[config.mk]
export PLATFORM = sky130hd
export DESIGN_NAME = fir_cfg_loader
export DESIGN_NICKNAME = d
export VERILOG_FILES = /design/src/rtl/fir_cfg_loader.sv
export SDC_FILE = /design/constraint.sdc
export NUM_CORES = 1
export LEC_CHECK = 0
export BUFFER_PORTS_ARGS = -buffer_cell sky130_fd_sc_hd__buf_2
export CAP_MARGIN = 40
export CELL_PAD_IN_SITES_DETAIL_PLACEMENT = 1
export CELL_PAD_IN_SITES_GLOBAL_PLACEMENT = 1
export CORE_ASPECT_RATIO = 1.1
export CORE_MARGIN = 2
export CORE_UTILIZATION = 35
export CTS_BUF_LIST = sky130_fd_sc_hd__clkbuf_16
export DETAILED_ROUTE_END_ITERATION = 10
export PLACE_DENSITY = 0.76
export REMOVE_ABC_BUFFERS = 1
export SETUP_SLACK_MARGIN = 0.5
export SLEW_MARGIN = 20
export SYNTH_ARGS = -nofsm -noshare
export SYNTH_HDL_FRONTEND = slang
export SYNTH_SLANG_ARGS = --single-unit
[constraint.sdc]
create_clock -name clk -period 1.9 [get_ports clk]
set_clock_uncertainty 0.05 [all_clocks]
set_input_delay 0.095 -clock clk [delete_from_list [all_inputs] [get_ports clk]]
set_output_delay 0.095 -clock clk [all_outputs]
set_load 0.01 [all_outputs]
[src/rtl/fir_cfg_loader.sv]
// fir_cfg_loader -- loads the FIR tap/coefficient shift chain from a host byte stream.
//
// Purpose : takes NUM_WORDS words (tap word first, then h_15 .. h_0) over a valid/ready
//           handshake and replays each accepted word into the coefficient chain as a
//           one-cycle shift strobe. While a frame is in flight the coefficient set is
//           inconsistent, so filt_hold freezes the filter output.
// Latency : one cycle from an accepted word to its strobe. The done pulse follows three
//           cycles after the last acceptance (DRAIN, DONE, then the exit edge).
// Backpressure: s_ready is high only in LOAD. Outside LOAD no word is taken.
//
// Ports
//   clk, rst            clock and synchronous active-high reset
//   cfg_start           one-cycle pulse that starts a frame (honoured only in IDLE)
//   cfg_abort           level that abandons the frame in ARM/LOAD/DRAIN
//   s_data/s_valid      host word and its valid flag; s_ready is the accept flag
//   cfg_data            word presented to the coefficient chain data input
//   config_enable       chain configuration window (ARM through DONE)
//   config_data_enable  shift strobe, aligned with cfg_data
//   filt_hold           filter output freeze
//   busy / done / err   frame in progress / end-of-frame pulse / sticky abort flag
//
// Optional feature: define CFG_TIMEOUT_EN to add a stall watchdog. LOAD then gives up
// after TIMEOUT consecutive cycles without an accepted word.

module fir_cfg_loader #(
  parameter int WORD_W    = 8,
  parameter int NUM_WORDS = 17,
  parameter int TIMEOUT   = 255
) (
  input  logic              clk,
  input  logic              rst,
  input  logic              cfg_start,
  input  logic              cfg_abort,
  input  logic [WORD_W-1:0] s_data,
  input  logic              s_valid,
  output logic              s_ready,
  output logic [WORD_W-1:0] cfg_data,
  output logic              config_enable,
  output logic              config_data_enable,
  output logic              filt_hold,
  output logic              busy,
  output logic              done,
  output logic              err
);

  localparam int CNT_W = $clog2(NUM_WORDS + 1);

  typedef enum logic [2:0] {
    IDLE  = 3'd0,
    ARM   = 3'd1,
    LOAD  = 3'd2,
    DRAIN = 3'd3,
    DONE  = 3'd4
  } state_t;

  state_t           state;
  logic [CNT_W-1:0] count;
  logic             accept;
  logic             last_word;
  logic             timeout_hit;
  logic             abort_req;

  // The only combinational output: ready follows the state directly.
  assign s_ready   = (state == LOAD);
  assign accept    = s_valid && s_ready;
  assign last_word = (count == CNT_W'(NUM_WORDS - 1));

`ifdef CFG_TIMEOUT_EN
  localparam int STALL_W = $clog2(TIMEOUT + 1);

  logic [STALL_W-1:0] stall_cnt;

  // Fires in the TIMEOUT-th consecutive LOAD cycle without a handshake, so the
  // frame is abandoned on that cycle's edge.
  assign timeout_hit = (state == LOAD) && !accept &&
                       (stall_cnt == STALL_W'(TIMEOUT - 1));

  // Held at zero outside LOAD, which also clears it on every entry to LOAD.
  always_ff @(posedge clk) begin
    if (rst) begin
      stall_cnt <= '0;
    end else if ((state != LOAD) || accept) begin
      stall_cnt <= '0;
    end else if (!timeout_hit) begin
      stall_cnt <= stall_cnt + 1'b1;
    end
  end
`else
  logic timeout_unused;

  assign timeout_hit    = 1'b0;
  assign timeout_unused = (TIMEOUT != 0);
`endif

  // Abort is only meaningful while a frame is actually in flight; DONE has already
  // committed the full set, so it is left to finish.
  assign abort_req = (cfg_abort && (state inside {ARM, LOAD, DRAIN})) || timeout_hit;

  always_ff @(posedge clk) begin
    if (rst) begin
      state              <= IDLE;
      count              <= '0;
      cfg_data           <= '0;
      config_enable      <= 1'b0;
      config_data_enable <= 1'b0;
      filt_hold          <= 1'b0;
      busy               <= 1'b0;
      done               <= 1'b0;
      err                <= 1'b0;
    end else begin
      // Strobe and done are single-cycle pulses unless re-asserted below.
      config_data_enable <= 1'b0;
      done               <= 1'b0;

      if (abort_req) begin
        // Any strobe pending from an accepted word is dropped by the default above;
        // a word handshaked in this same cycle is consumed but never shifted.
        state         <= IDLE;
        err           <= 1'b1;
        config_enable <= 1'b0;
        filt_hold     <= 1'b0;
        busy          <= 1'b0;
      end else begin
        unique case (state)
          IDLE: begin
            if (cfg_start) begin
              state         <= ARM;
              err           <= 1'b0;
              count         <= '0;
              config_enable <= 1'b1;
              filt_hold     <= 1'b1;
              busy          <= 1'b1;
            end
          end

          // One cycle of enable setup before the chain sees its first strobe.
          ARM: state <= LOAD;

          LOAD: begin
            if (accept) begin
              cfg_data           <= s_data;
              config_data_enable <= 1'b1;
              if (count != CNT_W'(NUM_WORDS)) begin
                count <= count + 1'b1;
              end
              if (last_word) begin
                state <= DRAIN;
              end
            end
          end

          // The last strobe is on the wire this cycle with the window still open.
          DRAIN: state <= DONE;

          DONE: begin
            state         <= IDLE;
            done          <= 1'b1;
            config_enable <= 1'b0;
            filt_hold     <= 1'b0;
            busy          <= 1'b0;
          end

          default: state <= IDLE;
        endcase
      end
    end
  end

endmodule

==> out/metrics.cfg <==
[placement]
postPlaceCellArea_mm2=0.00106
place.gp.congestion=0.753
portBuffers=27
post-place-cells=158
dp.final_hpwl_mm=1.62
placement.setup.worst_slack_ps=347

[die]
fp.dieArea_mm2=0.00303
chipWidth_um=52.7
initial_utilization_pct=36.6
placeableCoreArea_mm2=0.00250
ios=28
die_h_um=57.6
placement_row_count=19

[route]
drcViolationCount=0
routed_wl_mm=2.37
drt_iter0_markers=3
route.vias.total=863
detail_route.wl_per_cell_um=14.1
drt-vias-per-instance=5.14
detail-route-antenna-nets=0
drt-pass1-iter-count=2

[timing]
period_needed_ps=1430
worst_slew_margin_rel_pct=74.0
final-setup-viol-count=0
setup_repair_after_global_routing_missed_its_margin=yes
final_hold_vios=0
final.setup.tns_ps=0
timing_max_transition_violations_final=0
fin_hold_ws_ps=38.3
max_freq_ghz=0.699
timing.final.crit_share_pct=75.3
worst-slew-pin-transition_ps=390
postLayoutSetupSlackWorst_ps=469

[clock_tree]
cts.clk_slew.worst_paths_ps=60
cts.path.max_buffers=2
cts_inserted_buffers=3
h-tree-depth=1
cts_root_buf=sky130_fd_sc_hd__clkbuf_16
clock-sinks=20
clock_latency_ps=250
cts_tree=yes

[global_route]
grt_first_pass_wirelength_mm=3.82
grt.total_usage_pct=16.8
grt_pass1_vias=889
grt_start_max_net_pins=20
gr-total-overflow=0
antenna_violations_before_repair=0

[worst_setup_path]
cp.arrival_ps=1560
critical_path.startpoint=count[3]
worst-setup-path-type=reg2reg
start_kind=flip-flop
r2r_slack_ps=470
slowest_delay_ps=410
crit_path_max_fanout=3
worstSetupPathDepth=4
crit_slowest_cell=sky130_fd_sc_hd__or3b_4
r2r_cells=4
critical_path_endpoint_category=flip-flop
critical_path_end=count[1]
worstPathBufferInverterCount=0
timing.critical_path.max_delay_family=simple AND/OR/NAND/NOR gates
required_ps=2030
worst_r2r_startpoint=count[3]
timing.rr.end=count[1]
crit_path_cell_trace=or3b_4 -> o221ai_4 -> mux2_4 -> nor2_1

[cells_and_area]
antenna-diode-count=0
final_core_utilization_pct=49.7
regArea_um2=412
finish.net_count=154
multi_input_area_um2=487
drive_gt1_share_pct=41.6
post_layout_nonfiller_instances=168
area_growth_pct=35.8
fillCellCount=306
postLayoutCellArea_mm2=0.00124

[power]
power.total_uw=953
total_leakage_power_nw=0.505
powerDensity_mw_per_mm2=768
vdd_ir_drop_max_mv=0.391

[yosys]
average_instance_area_after_synthesis_um2=8.62
synth.cell_area_um2=913
post_synth_inst_count=106
synthDistinctLibCells=31
ys_ff_latch=20
synth-seq-area-share_pct=43.8
synth.yosys.warnings=0

[hold_path]
hp-class=in2reg

[run_status]
outcome=finished clean

[run]
drv_cap=0

## area by class of cell
cell class | count | share of cell area, %
multi-input cells | 73 | 39.3
flip-flops and latches | 20 | 33.2
repair buffers | 36 | 16.9
clock buffers | 3 | 6.05
well taps | 31 | 3.13
inverters | 4 | 1.21
clock inverters | 1 | 0.303
## Yosys cell counts
cell                        instances  area [um^2]
sky130_fd_sc_hd__nor2_2             1         6.26
sky130_fd_sc_hd__dfxtp_1           20          400
sky130_fd_sc_hd__ha_1               3         37.5
sky130_fd_sc_hd__a21oi_1           14         70.1
sky130_fd_sc_hd__a2111oi_0          1         8.76
sky130_fd_sc_hd__o21ai_0            3         15.0
sky130_fd_sc_hd__and2_1             2         12.5
sky130_fd_sc_hd__nand2b_1           2         12.5
sky130_fd_sc_hd__buf_4              2         15.0
sky130_fd_sc_hd__inv_1              4         15.0
sky130_fd_sc_hd__nand3_1           11         55.1
sky130_fd_sc_hd__o22ai_1            1         6.26
sky130_fd_sc_hd__mux2_1             1         11.3
sky130_fd_sc_hd__and3b_1            1         8.76
sky130_fd_sc_hd__o211ai_1           1         7.51
sky130_fd_sc_hd__buf_2              4         20.0
sky130_fd_sc_hd__nor3_1             1         5.00
sky130_fd_sc_hd__or3_1              2         12.5
sky130_fd_sc_hd__nor2_1             3         11.3
sky130_fd_sc_hd__or3b_4             1         11.3
sky130_fd_sc_hd__o32ai_1            1         8.76
sky130_fd_sc_hd__o2111ai_1          1         8.76
sky130_fd_sc_hd__nor4b_1            1         8.76
sky130_fd_sc_hd__o221ai_4           1         26.3
sky130_fd_sc_hd__nand2_1           12         45.0
sky130_fd_sc_hd__nor2b_1            4         25.0
sky130_fd_sc_hd__a41oi_1            1         8.76
sky130_fd_sc_hd__xnor2_1            1         8.76
sky130_fd_sc_hd__nor4_1             2         12.5
sky130_fd_sc_hd__or2b_1             1         7.51
sky130_fd_sc_hd__clkbuf_1           3         11.3
## layer usage
layer  global-route usage (%)  wire length (um)
met4                     6.59                26
met5                        0                 0
met2                     29.8              1200
met3                     3.66               122
met1                     19.1              1020
## repair_timing
item                                    4_1_cts  5_1_grt
endpoints found under the setup margin       12       14
pin swaps                                     5        2
resized for setup                            16        5
endpoints found under the hold margin         2        0
buffers inserted                              4        1
hold buffers                                  1        0
## flip-flops by register name, indices dropped and copies added, names as in the netlist
register	count
cfg_data	8
count	5
state	3
busy	1
config_data_enable	1
done	1
err	1
## placed cells by master (no fill, tap or decap), types with 2 or more instances in the layout
cell type,instances
sky130_fd_sc_hd__nand2_1,10
sky130_fd_sc_hd__clkbuf_16,3
sky130_fd_sc_hd__dfxtp_2,6
sky130_fd_sc_hd__a21oi_1,13
sky130_fd_sc_hd__o21ai_0,2
sky130_fd_sc_hd__nor2b_1,3
sky130_fd_sc_hd__ha_1,2
sky130_fd_sc_hd__nor2_1,3
sky130_fd_sc_hd__buf_4,7
sky130_fd_sc_hd__dfxtp_1,13
sky130_fd_sc_hd__nand2b_1,2
sky130_fd_sc_hd__nand3_1,11
sky130_fd_sc_hd__and2_1,2
sky130_fd_sc_hd__or3_1,2
sky130_fd_sc_hd__nand2_2,2
sky130_fd_sc_hd__nor4_1,2
sky130_fd_sc_hd__buf_2,27
sky130_fd_sc_hd__inv_1,3
## power by group
| group | switching [mW] | internal (mW) | total (mW) |
|---|---|---|---|
| Sequential | 0.00807 | 0.425 | 0.433 |
| Clock | 0.153 | 0.280 | 0.433 |
| Combinational | 0.0453 | 0.0408 | 0.0861 |
| Total | 0.206 | 0.746 | 0.953 |
## worst reg2reg max path: stages (launching register included)
cell and delay (ps):
sky130_fd_sc_hd__dfxtp_2 320, sky130_fd_sc_hd__or3b_4 410, sky130_fd_sc_hd__o221ai_4 190, sky130_fd_sc_hd__mux2_4 320, sky130_fd_sc_hd__nor2_1 80
## worst min-delay path by stage
stage	startpoint	endpoint	slack, ps	cells after the start
2_1_floorplan	rst	cfg_data[0]	110	1
3_3_place_gp	cfg_abort	state[2]	250	2
3_5_place_dp	cfg_abort	state[2]	250	2
4_1_cts	s_data[1]	cfg_data[1]	40	3
5_1_grt	s_data[0]	cfg_data[0]	70	3
6_report	s_data[1]	cfg_data[1]	40	3
## kinds of logic (layout without fill, tap and decap cells)
| group | Yosys count | after routing | share of synthesized area [%] |
|---|---|---|---|
| muxes | 1 | 1 | 1.23 |
| xor gates and xnor gates | 1 | 1 | 0.959 |
| and+or+nand+nor | 44 | 44 | 25.6 |
| AOI/OAI and AO/OA | 24 | 24 | 17.5 |
| DFF | 20 | 20 | 43.8 |
| buffers and inverters | 13 | 44 | 6.71 |
| adders and majority gates | 3 | 3 | 4.11 |
Note: power is estimated with default switching activity, not from simulation.
